<file path="config.mk">
export PLATFORM = sky130hd
export DESIGN_NAME = cpu_run_ctrl
export DESIGN_NICKNAME = d
export VERILOG_FILES = /design/src/rtl/cpu_run_ctrl.sv
export SDC_FILE = /design/constraint.sdc
export NUM_CORES = 1
export LEC_CHECK = 0
export BUFFER_PORTS_ARGS = -buffer_cell sky130_fd_sc_hd__buf_2
export CORE_ASPECT_RATIO = 0.6
export CORE_MARGIN = 1.5
export CORE_UTILIZATION = 49
export CTS_BUF_LIST = sky130_fd_sc_hd__clkbuf_16
export CTS_CLUSTER_DIAMETER = 150
export CTS_CLUSTER_SIZE = 14
export DETAILED_ROUTE_END_ITERATION = 7
export PLACE_DENSITY = 0.82
export SLEW_MARGIN = 20
export SYNTH_ARGS = -nofsm -noshare
export SYNTH_HDL_FRONTEND = slang
export SYNTH_SLANG_ARGS = --single-unit
export TNS_END_PERCENT = 20
</file>
<file path="constraint.sdc">
create_clock -name clk -period 1.9 [get_ports clk]
set_input_delay 0.285 -clock clk [delete_from_list [all_inputs] [get_ports clk]]
set_output_delay 0.285 -clock clk [all_outputs]
set_load 0.01 [all_outputs]
</file>
<file path="src/rtl/cpu_run_ctrl.sv">
// Run/step sequencer: gates the 4004 core with a one-cycle clock enable (run/halt, single-step, prescaled run, PC breakpoint).
// Latency: a request or tick in cycle t gives cpu_ce in cycle t+1; no backpressure, and all outputs are registered.
module cpu_run_ctrl #(
    parameter int            CW    = 24,
    parameter logic [CW-1:0] DIV1  = 24'd5999999,
    parameter logic [CW-1:0] DIV10 = 24'd599999
) (
    input  logic        clk,
    input  logic        nrst,
    input  logic [1:0]  clk_sel,
    input  logic        step_req,
    input  logic        run_req,
    input  logic        bp_en,
    input  logic [11:0] bp_addr,
    input  logic [11:0] pc_addr,
    output logic        cpu_ce,
    output logic        halted,
    output logic        bp_hit,
    output logic [15:0] ce_count
);

    typedef enum logic {HALT = 1'b0, RUN = 1'b1} runState_t;

    runState_t     state, stateNext;
    logic [CW-1:0] prescCnt;
    logic [1:0]    selPrev;
    logic          exempt;
    logic          selChanged;
    logic          tick;
    logic          bpMatch;
    logic          bpStop;
    logic          startRun;
    logic          issue;

    assign selChanged = (clk_sel != selPrev);
    assign bpMatch    = bp_en && (pc_addr == bp_addr) && !exempt;
    assign bpStop     = (state == RUN) && tick && !selChanged && !run_req && bpMatch;
    assign halted     = (state == HALT);

    always_comb begin
        tick = 1'b0;
        if (state == RUN) begin
            case (clk_sel)
                2'b11:   tick = 1'b1;
                2'b01:   tick = (prescCnt == DIV1);
                2'b10:   tick = (prescCnt == DIV10);
                default: tick = 1'b0;
            endcase
        end
    end

    always_ff @(posedge clk or negedge nrst) begin
        if (!nrst) begin
            state <= HALT;
        end else begin
            state <= stateNext;
        end
    end

    always_comb begin
        stateNext = state;
        if (state == HALT) begin
            if (run_req && (clk_sel != 2'b00)) begin
                stateNext = RUN;
            end
        end else begin
            if (run_req || (selChanged && (clk_sel == 2'b00)) || bpStop) begin
                stateNext = HALT;
            end
        end
    end

    // A speed change always swallows that cycle's enable so the new period starts clean.
    always_comb begin
        issue    = 1'b0;
        startRun = 1'b0;
        if (state == HALT) begin
            startRun = run_req && (clk_sel != 2'b00);
            issue    = step_req && !run_req && !selChanged;
        end else begin
            issue    = tick && !run_req && !selChanged && !bpMatch;
        end
    end

    always_ff @(posedge clk or negedge nrst) begin
        if (!nrst) begin
            prescCnt <= '0;
        end else if ((state == RUN) && (stateNext == RUN) && !selChanged && (^clk_sel)) begin
            prescCnt <= tick ? '0 : prescCnt + CW'(1);
        end else begin
            prescCnt <= '0;
        end
    end

    // exempt lets a resume execute the instruction the breakpoint stopped on.
    always_ff @(posedge clk or negedge nrst) begin
        if (!nrst) begin
            exempt <= 1'b0;
            bp_hit <= 1'b0;
        end else begin
            if (startRun) begin
                exempt <= 1'b1;
            end else if ((state == RUN) && issue) begin
                exempt <= 1'b0;
            end
            if (startRun) begin
                bp_hit <= 1'b0;
            end else if (bpStop) begin
                bp_hit <= 1'b1;
            end
        end
    end

    always_ff @(posedge clk or negedge nrst) begin
        if (!nrst) begin
            selPrev  <= 2'b00;
            cpu_ce   <= 1'b0;
            ce_count <= 16'h0000;
        end else begin
            selPrev <= clk_sel;
            cpu_ce  <= issue;
            if (cpu_ce) begin
                ce_count <= ce_count + 16'd1;
            end
        end
    end

endmodule

</file>
### Yosys cells after proc, flatten, opt, wreduce, memory -nomap -nowiden

Cells that the tools add are included.

| cells by class | value |
|---|---|
| multiplexer cells | 13 |
| $mul | 0 |
| order comparisons | 0 |
| bitwise gates (word level) | 1 |
| reduce and logical (&&, ||, !) cells | 28 |
| div/mod/pow operators | 0 |
| $add $sub $neg | 2 |
| equal/unequal tests | 7 |
| shifts and indexed selects | 0 |

Operator list:

| cell | number |
|---|---|
| 2-to-1 mux 24 bit | 2 |
| adder 24 x 1 -> 24 bit (second input constant) | 1 |
| equality test 24 x 20 -> 1 bit (second input constant) | 1 |
| equality test 24 x 23 -> 1 bit (second input constant) | 1 |
| logical AND 1 bit | 17 |
| adder 16 x 1 -> 16 bit (second input constant) | 1 |
| equality test 12 bit | 1 |
| 2-to-1 mux 1 bit | 10 |
| nonzero test 2 bit | 3 |
| equality test 2 bit (second input constant) | 2 |
| zero test 1 bit | 4 |
| case mux 1 bit (3 select lines) | 1 |
| equality test 2 x 1 -> 1 bit (second input constant) | 1 |
| zero test 2 bit | 1 |
| logical OR 1 bit | 2 |
| inequality test 2 bit | 1 |
| parity 2 bit | 1 |
| NOT 1 bit | 1 |

| word-level totals | value |
|---|---|
| register bits after elaboration | 46 |
| memory bits (read-only) | 0 |
| latch bits | 0 |
| memories | 0 |
| word-level logic and storage cells | 58 |
| RAM bits | 0 |
| output and inout bits | 19 |

### Depth between registers and ports, before layout

Gate-level depths: netlist of the first run.

| logic depth | value |
|---|---|
| depth after elaboration | 14 |
| depth in mapped cells | 8 |
| depth with buffers taken out | 7 |

### Worst setup path before layout of the first run

OpenSTA, ideal clock, no wires.

| path | value |
|---|---|
| path kind | input to register |
| start | input clk_sel[0] |
| end | register prescCnt[21] |
| data arrival time | 1.776 ns |
| library setup time | 0.119 ns |
| stages | 8 |
| path buffers | 1 |
| required time | 1.781 ns |
| path slack | 0.005 ns |
| cells stage by stage | inv_1 -> ha_1 -> nand4bb_1 -> o2bb2a_4 -> or4_1 -> nand3_2 -> buf_6 -> nor2_1 |

| on the way | value |
|---|---|
| cells in the longest elaborated chain, start to end | 14 |
| elaborated cells between the ends (all ways) | 26 |

RTL lines:

| what | RTL line | source |
|---|---|---|
| start: declaration | 10 | `input logic [1:0] clk_sel,` |
| equality test 2 bit or equality test 2 x 1 -> 1 bit (tied branches) | 43 | `case (clk_sel)` |
| case mux 1 bit (3 select lines) | 43 |  |
| 2-to-1 mux 1 bit | 42 | `if (state == RUN) begin` |
| logical AND 1 bit (4 in series) | 37 | `assign bpStop = (state == RUN) && tick && !selChanged && !run_req && bpMatch;` |
| logical OR 1 bit | 67 | `if (run_req \|\| (selChanged && (clk_sel == 2'b00)) \|\| bpStop) begin` |
| 2-to-1 mux 1 bit | 67 |  |
| 2-to-1 mux 1 bit | 62 | `if (state == HALT) begin` |
| logical AND 1 bit (3 in series) | 88 | `end else if ((state == RUN) && (stateNext == RUN) && !selChanged && (^clk_sel)) begin` |
| 2-to-1 mux 24 bit * | 88 |  |
| end signal: assignment | 89 | `prescCnt <= tick ? '0 : prescCnt + CW'(1);` |
| end: declaration | 25 | `logic [CW-1:0] prescCnt;` |

Mark *: on every way between the ends. The rest lies on a longest branch, timed or not.
A chain may end at the register's enable or synchronous reset.

### Worst setup path in the final report of the first run

| path | value |
|---|---|
| start | input clk_sel[1] |
| end | register prescCnt[15] |

Same word-level chain as after synthesis.

==> results of run 1 <==
-- worst max-delay path: stages --
cell	delay, ps
buf_2	110
buf_4	130
ha_1	230
nand4bb_1	240
o2bb2a_4	230
or4_4	540
nand3_4	110
clkbuf_16	180
nor2_1	50
-- power by group through the flow --
stage	sequential, mW	combinational [mW]	clock, mW
after floorplan	1.09	0.103	0
after CTS	1.07	0.257	1.12
final	1.07	0.260	1.12
after global routing	1.07	0.289	1.16
after global placement	1.08	0.238	0
after detailed placement	1.08	0.253	0
-- final timing paths --
path | startpoint | end | slack (ps) | depth (start not counted)
worst max register to register | prescCnt[12] | prescCnt[15] | -20 | 6
min in group asynchronous | nrst | selPrev[1] | 500 | 2
worst max-delay path | clk_sel[1] | prescCnt[15] | -30 | 9
worst min-delay path | clk_sel[0] | selPrev[0] | 230 | 2
worst min register to register | ce_count[15] | ce_count[15] | 470 | 1
max in group asynchronous | nrst | ce_count[0] | 890 | 3
-- synth_stat cells (all sizes together), types with 4 or more instances --
library cell	n
inv	7
nand2	20
ha	5
xnor2	26
nand4	9
nand3	24
xor2	25
nor3	4
nor2	32
and3	4
dfrtp	46
-- cell families after synthesis --
family                     after synthesis  synth area share, %
buffers and inverters                   11                 2.37
muxes                                    2                0.895
and+or+nand+nor                        112                 24.5
AOI/OAI and AO/OA                        6                 2.37
adders and majority gates                5                 2.63
xor gates and xnor gates                51                 18.8
DFF                                     46                 48.4
-- sequential cells by signal, indices dropped and copies added, names as in the netlist --
signal    flops
prescCnt     24
bp_hit        1
state         1
ce_count     16
selPrev       2
cpu_ce        1
exempt        1
-- layer usage --
metal  GRT usage (%)  share of wire (%)  up-vias
li1                -                  -      945
met1            30.6                 43      990
met3            7.87                7.0       11
met5               0                  0        -
met4            9.09                1.3        0
met2            37.2                 48       78
-- area by class of cell --
| type | instances | area, um2 | share of cell area (%) |
|---|---|---|---|
| timing repair buffer | 74 | 478 | 15.3 |
| multi-input combinational | 176 | 1200 | 38.4 |
| clock buffer | 5 | 125 | 4.00 |
| inverter | 7 | 26.3 | 0.841 |
| tap | 63 | 78.8 | 2.52 |
| clock inverter | 3 | 63.8 | 2.04 |
| sequential | 46 | 1150 | 36.8 |
-- what timing repair did --
action / in CTS / in global routing
hold endpoints to repair: 19 / 0
setup endpoints to repair: 1 / 26
buffers inserted: 0 / 5
resized for setup: 1 / 4
pin swaps: 0 / 3
hold buffers: 1 / 0
gates cloned: 0 / 1
-- through the flow --
stage	std cells	utilization (%)	TNS, ps
2_1_floorplan	233	-	0
3_3_place_gp	359	61.4	-6060
4_1_cts	368	65.8	0
5_1_grt	374	67.7	-1730
3_5_place_dp	359	61.4	-7050
6_report	374	67.7	-445
==> impl_metrics.tcl, run 1 <==
set metrics [dict create \
    die_w_um 92.9 \
    nFillCells 331 \
    crit_required_ps 2080 \
    hold_path.class "in -> reg" \
    yosysTopAreaCell "dfrtp_1" \
    ir_drop_v 0.000465 \
    diodes 0 \
    gp_congestion 0.810 \
    final_cell_mix "buf_2 (49), dfrtp_1 (46), nor2_1 (32), xnor2_1 (26), xor2_1 (25)" \
    drtIter0Drc 114 \
    drt-total-wl_mm 6.01 \
    dp_hpwl_mm 4.05 \
    switchingPower_uw 545 \
    ys_types 35 \
    numCtsBuffers 5 \
    violations "negative setup slack" \
    cts_root_buf "clkbuf_16" \
    crit_type "in -> reg" \
    final_common_cell "buf_2" \
    row_count 19 \
    tightest_slew_ps 515 \
    fin_crit_sh_pct 102 \
    antenna_left 0 \
    antenna_found_initial 0 \
    report.final.hold_viol_count 0 \
    cp-end-kind "flop" \
    power.total_mw 2.44 \
    ios 50 \
    syn_to_final_growth_pct 31.4 \
    fin_area_um2 3120 \
    cp-start-kind "input port" \
    holdWs_ps 231 \
    grt_pass1_vias 2049 \
    drive_above_1_share_pct 28.6 \
    clk_latency_ps 290 \
    dr.pass1.iters 5 \
    syn_area_per_cell_um2 10.2 \
    power_leakage_nw 1.44 \
    yosys_warnings 0 \
    worst_slack_ps -33.1 \
    status "finished with violations" \
    cts.sinks 46 \
    cp.arrival_ps 2110 \
    globalRouteOverflowTotal 0 \
    gr-usage-all-layers_pct 23.6 \
    pre_cts_ws_ps -282 \
    routedWlPerCell_um 16.1 \
    p_clk_share_pct 45.7 \
    coreArea_um2 4610 \
    fmax_mhz 517 \
    synth_area_um2 2380 \
    die_h_um 57.0 \
    p_int_mw 1.90 \
    drc 0 \
    cts_tree "done" \
    drv_slew 0 \
    vias 2024 \
    dpl-instance-area_um2 2830 \
    io_buffer_count 49 \
    num-nets-final 346 \
    grt_pass1_wl_mm 9.48 \
    finClkSkew_ps 4.59 \
    synth-edff-count 0 \
    powerDensity_nw_per_um2 781 \
    ys_top_cells_by_area "dfrtp_1 (48%), xnor2_1 (9.6%), xor2_1 (9.2%)" \
    start_util_pct 51.5 \
    synthCells 233 \
    clk_pin_slew_ps 60 \
    dieArea_um2 5290 \
    synth_top_area_share_pct 48.4 \
    final.min_clock_period_ps 1930 \
    cts_max_level 2 \
    yosysSeqAreaShare_pct 48.4 \
    postSynth.asyncResetShare_pct 100 \
    setup_viol 23 \
    ys_seq_elements 46 \
    rsz0062_at_grt "yes" \
    drt-vias-per-instance 5.41 \
    grt_max_degree 28 \
    max_cap_violations 0 \
    relSlewSlack_pct 65.7 \
    path_max_fanout 12 \
    synth-main-ff-cell "dfrtp_1" \
    swShare_pct 22.3 \
    p_seq_share_pct 43.6 \
    combPwrFrac_pct 10.6 \
    synth_nets 269 \
    cts_buffer_depth 2 \
]
Note: power is estimated with default switching activity, not from simulation.
==> inputs of run 2 (changes only) <==
--- a/config.mk
+++ b/config.mk
@@ -7,13 +7,12 @@
 export LEC_CHECK = 0
 export BUFFER_PORTS_ARGS = -buffer_cell sky130_fd_sc_hd__buf_2
 export CORE_ASPECT_RATIO = 0.6
-export CORE_MARGIN = 1.5
 export CORE_UTILIZATION = 49
 export CTS_BUF_LIST = sky130_fd_sc_hd__clkbuf_16
 export CTS_CLUSTER_DIAMETER = 150
 export CTS_CLUSTER_SIZE = 14
 export DETAILED_ROUTE_END_ITERATION = 7
-export PLACE_DENSITY = 0.82
+export PLACE_DENSITY = 0.84
 export SLEW_MARGIN = 20
 export SYNTH_ARGS = -nofsm -noshare
 export SYNTH_HDL_FRONTEND = slang
==> run 2 against run 1 <==
Compared with the run above:
- the run still ends with negative setup slack left
- core utilization down 1.5 points
- sequential cell count unchanged
- worst setup slack better by 31 ps
- sequential power about the same
- worst hold slack better by 1.1 ps
- non-clock buffer count down 1
- via count down 2.0%
- largest cell class unchanged
- highest routed layer unchanged
==> impl_metrics.tcl, run 2 (synthesis gave the netlist of run 1 again) <==
set metrics [dict create \
    gr-usage-all-layers_pct 23.0 \
    drt-total-wl_mm 5.68 \
    fin_crit_sh_pct 100 \
    p_int_mw 1.63 \
    gp_congestion 0.850 \
    power.total_mw 2.18 \
    final_common_cell "buf_2" \
    pre_cts_ws_ps -285 \
    cts_root_buf "clkbuf_16" \
    hold_path.class "in -> reg" \
    routedWlPerCell_um 15.2 \
    grt_pass1_vias 1906 \
    vias 1984 \
    die_h_um 56.0 \
    syn_to_final_growth_pct 28.6 \
    violations "negative setup slack" \
    cp.arrival_ps 2080 \
    rsz0062_at_grt "yes" \
    worst_hold_startpoint "clk_sel[0]" \
    diodes 0 \
    grt_pass1_wl_mm 9.16 \
    die_w_um 91.9 \
    hold_end "selPrev[0]" \
    dr.pass1.iters 4 \
    row_count 19 \
    final.min_clock_period_ps 1900 \
    path_max_fanout 9 \
    grt_max_degree 20 \
    swShare_pct 25.2 \
    crit_start "prescCnt[22]" \
    p_seq_share_pct 49.0 \
    setup_viol 5 \
    num-nets-final 345 \
    clk_pin_slew_ps 70 \
    io_buffer_count 49 \
    reg2reg_from "prescCnt[22]" \
    cp-end-kind "flop" \
    rrSetupSlack_ps -2 \
    drt-vias-per-instance 5.32 \
    reg_top3 "prescCnt x24, ce_count x16, selPrev x2" \
    reg2reg_to "prescCnt[11]" \
    tightest_slew_ps 450 \
    regMostFlops "prescCnt" \
    relSlewSlack_pct 69.7 \
    powerDensity_nw_per_um2 714 \
    cts_buffer_depth 2 \
    coreArea_um2 4610 \
    ios 50 \
    worst_slack_ps -2.35 \
    dieArea_um2 5140 \
    power_leakage_nw 1.40 \
    cp-start-kind "flop" \
    clk_latency_ps 290 \
    fmax_mhz 526 \
    dp_hpwl_mm 4.00 \
    max_cap_violations 0 \
    report.final.hold_viol_count 0 \
    whs_path_depth 2 \
    status "finished with violations" \
    ir_drop_v 0.000366 \
    drv_slew 0 \
    nFillCells 363 \
    r2r_cells 6 \
    start_util_pct 51.5 \
    largest_reg_flops 24 \
    p_clk_share_pct 39.5 \
    antenna_found_initial 0 \
    cts.sinks 46 \
    globalRouteOverflowTotal 0 \
    cts_tree "done" \
    crit_type "reg -> reg" \
    crit_required_ps 2080 \
    final_cell_mix "buf_2 (49), dfrtp_1 (46), nor2_1 (31), xnor2_1 (26), xor2_1 (25)" \
    antenna_left 0 \
    drtIter0Drc 119 \
    numCtsBuffers 5 \
    drive_above_1_share_pct 28.7 \
    drc 0 \
    finClkSkew_ps 10.0 \
    cts_max_level 2 \
    switchingPower_uw 551 \
    combPwrFrac_pct 11.6 \
]
-- run 2: area by class of cell --
type                       instances  area, um2  share of cell area (%)
multi-input combinational        176       1200                    39.1
inverter                           7       26.3                   0.860
clock inverter                     3       21.3                   0.696
clock buffer                       5        125                    4.09
sequential                        46       1150                    37.7
timing repair buffer              73        458                    15.0
tap                               63       78.8                    2.58
-- run 2: worst max-delay path by stage --
stage | to | slack [ps] | cells after the start
after floorplan | prescCnt[21] | 5 | 8
after CTS | prescCnt[16] | 2 | 9
final | prescCnt[11] | -2 | 6
after global routing | prescCnt[11] | -50 | 6
after global placement | state | -220 | 9
after detailed placement | prescCnt[16] | -290 | 9
-- run 2: routing by layer --
| layer | wire (um) | vias up | track usage [%] |
|---|---|---|---|
| li1 | - | 948 | - |
| met1 | 2740 | 981 | 34.8 |
| met2 | 2590 | 50 | 33.5 |
| met3 | 313 | 5 | 5.33 |
| met4 | 36 | 0 | 5.13 |
| met5 | 0 | - | 0 |
-- run 2: critical path, stage by stage (launching register included) --
cell and delay (ps):
dfrtp_1 440, and4bb_1 310, o2bb2a_4 160, or4_4 540, nand3_4 120, clkbuf_16 170, nor2_1 50
-- run 2: repair_timing --
item,4_1_cts,5_1_grt
gates cloned,0,1
hold buffers,1,0
pin swaps,2,1
endpoints found under the hold margin,12,0
setup endpoints to repair,25,26
resized for setup,1,4
buffers inserted,1,0
-- run 2: power by group through the flow --
stage          clock [mW]  sequential [mW]  combinational (mW)
5_1_grt             0.915             1.08               0.285
4_1_cts             0.867             1.07               0.247
6_report            0.862             1.07               0.252
3_3_place_gp            0             1.08               0.237
2_1_floorplan           0             1.09               0.103
3_5_place_dp            0             1.09               0.243
-- run 2: stage by stage --
stage	setup TNS, ps	instance area (um2)	utilization, %	hold slack [ps]	cells
2_1_floorplan	0	2380	-	-10.6	233
3_3_place_gp	-5440	2840	61.6	184	362
3_5_place_dp	-7030	2840	61.6	194	362
4_1_cts	0	3010	65.3	236	372
5_1_grt	-924	3060	66.3	232	373
6_report	-6.20	3060	66.3	232	373
==> inputs of run 3 (changes only) <==
--- a/config.mk
+++ b/config.mk
@@ -8,7 +8,6 @@
 export BUFFER_PORTS_ARGS = -buffer_cell sky130_fd_sc_hd__buf_2
 export CORE_ASPECT_RATIO = 0.6
 export CORE_UTILIZATION = 49
-export CTS_BUF_LIST = sky130_fd_sc_hd__clkbuf_16
 export CTS_CLUSTER_DIAMETER = 150
 export CTS_CLUSTER_SIZE = 14
 export DETAILED_ROUTE_END_ITERATION = 7
==> run 3 against run 2 <==
Compared with the run above:
- the run still ends with negative setup slack left
- clock skew is 2.1 ps higher
- cell count unchanged
- clock power fell by 31%
- via count is 0.20% lower
- critical path type unchanged
- critical endpoint is now prescCnt[22]
- largest cell class unchanged
- highest routed layer unchanged
==> impl_metrics.tcl, run 3 (synthesis gave the netlist of run 1 again) <==
set metrics [dict create \
    grt-busiest-layer "met1" \
    cp.arrival_ps 2100 \
    worst_hold_startpoint "clk_sel[0]" \
    met2_usage_pct 32.6 \
    path_max_fanout 9 \
    diodes 0 \
    powerDensity_nw_per_um2 638 \
    power_leakage_nw 1.37 \
    gr-usage-all-layers_pct 22.4 \
    finish.utilization_pct 65.1 \
    reg2reg_to "prescCnt[22]" \
    grtUsageMet3_pct 6.01 \
    grt_pass1_vias 1913 \
    setup_viol 3 \
    status "finished with violations" \
    clk_latency_ps 300 \
    final_cell_mix "buf_2 (49), dfrtp_1 (46), nor2_1 (31), xnor2_1 (26), xor2_1 (25)" \
    finClkSkew_ps 12.1 \
    globalRouteOverflowTotal 0 \
    max_cap_violations 0 \
    dp.cells 362 \
    syn_to_final_growth_pct 26.2 \
    cts_root_buf "clkbuf_8" \
    drtIter0Drc 96 \
    slowest_stage "or4_4" \
    reg_top3 "prescCnt x24, ce_count x16, selPrev x2" \
    finalSetupTns_ps -10.3 \
    met1_usage_pct 32.8 \
    final_common_cell "buf_2" \
    cts_tree "done" \
    hold_end "selPrev[0]" \
    dpl-instance-area_um2 2840 \
    cp-start-kind "flop" \
    crit_required_ps 2090 \
    num-nets-final 345 \
    hold_path.class "in -> reg" \
    rsz0062_at_grt "yes" \
    numCtsBuffers 5 \
    relSlewSlack_pct 69.8 \
    gp_congestion 0.850 \
    coreArea_um2 4610 \
    drt-vias-per-instance 5.31 \
    fmax_mhz 525 \
    regMostFlops "prescCnt" \
    cp_cell_sequence "nor4bb_2 > nand3_1 > or4_4 > nand3_4 > clkbuf_16 > nor2_1" \
    dr.pass1.iters 4 \
    row_count 19 \
    holdWs_ps 209 \
    max_stage_delay_ps 550 \
    final.min_clock_period_ps 1910 \
    worst_slack_ps -6.44 \
    dp_hpwl_mm 4.00 \
    crit_type "reg -> reg" \
    cts_max_level 2 \
    reg2reg_from "prescCnt[14]" \
    vias 1980 \
    fin_crit_sh_pct 100 \
    report.final.hold_viol_count 0 \
    rrSetupSlack_ps -6 \
    path_buf_inv 1 \
    whs_path_depth 2 \
    tightest_slew_ps 448 \
    final_cell_count_no_fill 373 \
    ios 50 \
    drv_slew 0 \
    antenna_left 0 \
    pre_cts_ws_ps -285 \
    dieArea_um2 5140 \
    clk_pin_slew_ps 90 \
    drt-total-wl_mm 5.29 \
    cts.sinks 46 \
    io_buffer_count 49 \
    fin_area_um2 3000 \
    crit_family "simple AND/OR/NAND/NOR gates" \
    crit_start "prescCnt[14]" \
    start_util_pct 51.5 \
    violations "negative setup slack" \
    power.total_mw 1.91 \
    cts_buffer_depth 2 \
    drive_above_1_share_pct 28.7 \
    grt_max_degree 20 \
    die_w_um 91.9 \
    grt_pass1_wl_mm 8.97 \
    routedWlPerCell_um 14.2 \
    r2r_cells 6 \
    cp-end-kind "flop" \
    drc 0 \
    antenna_found_initial 0 \
    ir_drop_v 0.000333 \
    die_h_um 56.0 \
    largest_reg_flops 24 \
]
run 3: final cells by class:
type / instances / area (um2)
flip-flops and latches: 46 / 1150
well taps: 63 / 78.8
fillers: 376 / 1610
clock buffers: 5 / 68.8
inverters: 7 / 26.3
multi-input cells: 176 / 1200
clock inverters: 3 / 21.3
repair buffers: 73 / 458
run 3: power by group:
group / internal [mW] / switching (mW)
clock network: 0.259 / 0.341
registers: 1.02 / 0.0486
logic: 0.126 / 0.122
total: 1.40 / 0.511
run 3: how the worst max path moves through the flow:
stage                     slack (ps)  cells past startpoint      endpoint
final                             -6                      6  prescCnt[22]
after global routing             -70                      6  prescCnt[22]
after CTS                          5                      6   prescCnt[0]
after detailed placement        -290                      9  prescCnt[16]
after global placement          -220                      9         state
after floorplan                    5                      8  prescCnt[21]
run 3: layer usage:
| layer | vias up | part of all wire, % |
|---|---|---|
| li1 | 946 | - |
| met1 | 983 | 50 |
| met2 | 45 | 44 |
| met3 | 6 | 5.5 |
| met4 | 0 | 0.78 |
| met5 | - | 0 |
run 3: what timing repair did:
item                                    in CTS  in global routing
endpoints found under the setup margin      25                 26
gates cloned                                 0                  1
buffers inserted                             1                  0
hold buffers                                 1                  0
endpoints found under the hold margin       12                  0
pin swaps                                    3                  2
resized for setup                            1                  4
run 3: worst register-to-register path: cells and delay by family (launching register included):
family,cells,cell delay [ps]
AND/OR/NAND/NOR,5,1230
flip-flops,1,410
buffers and inverters,1,170
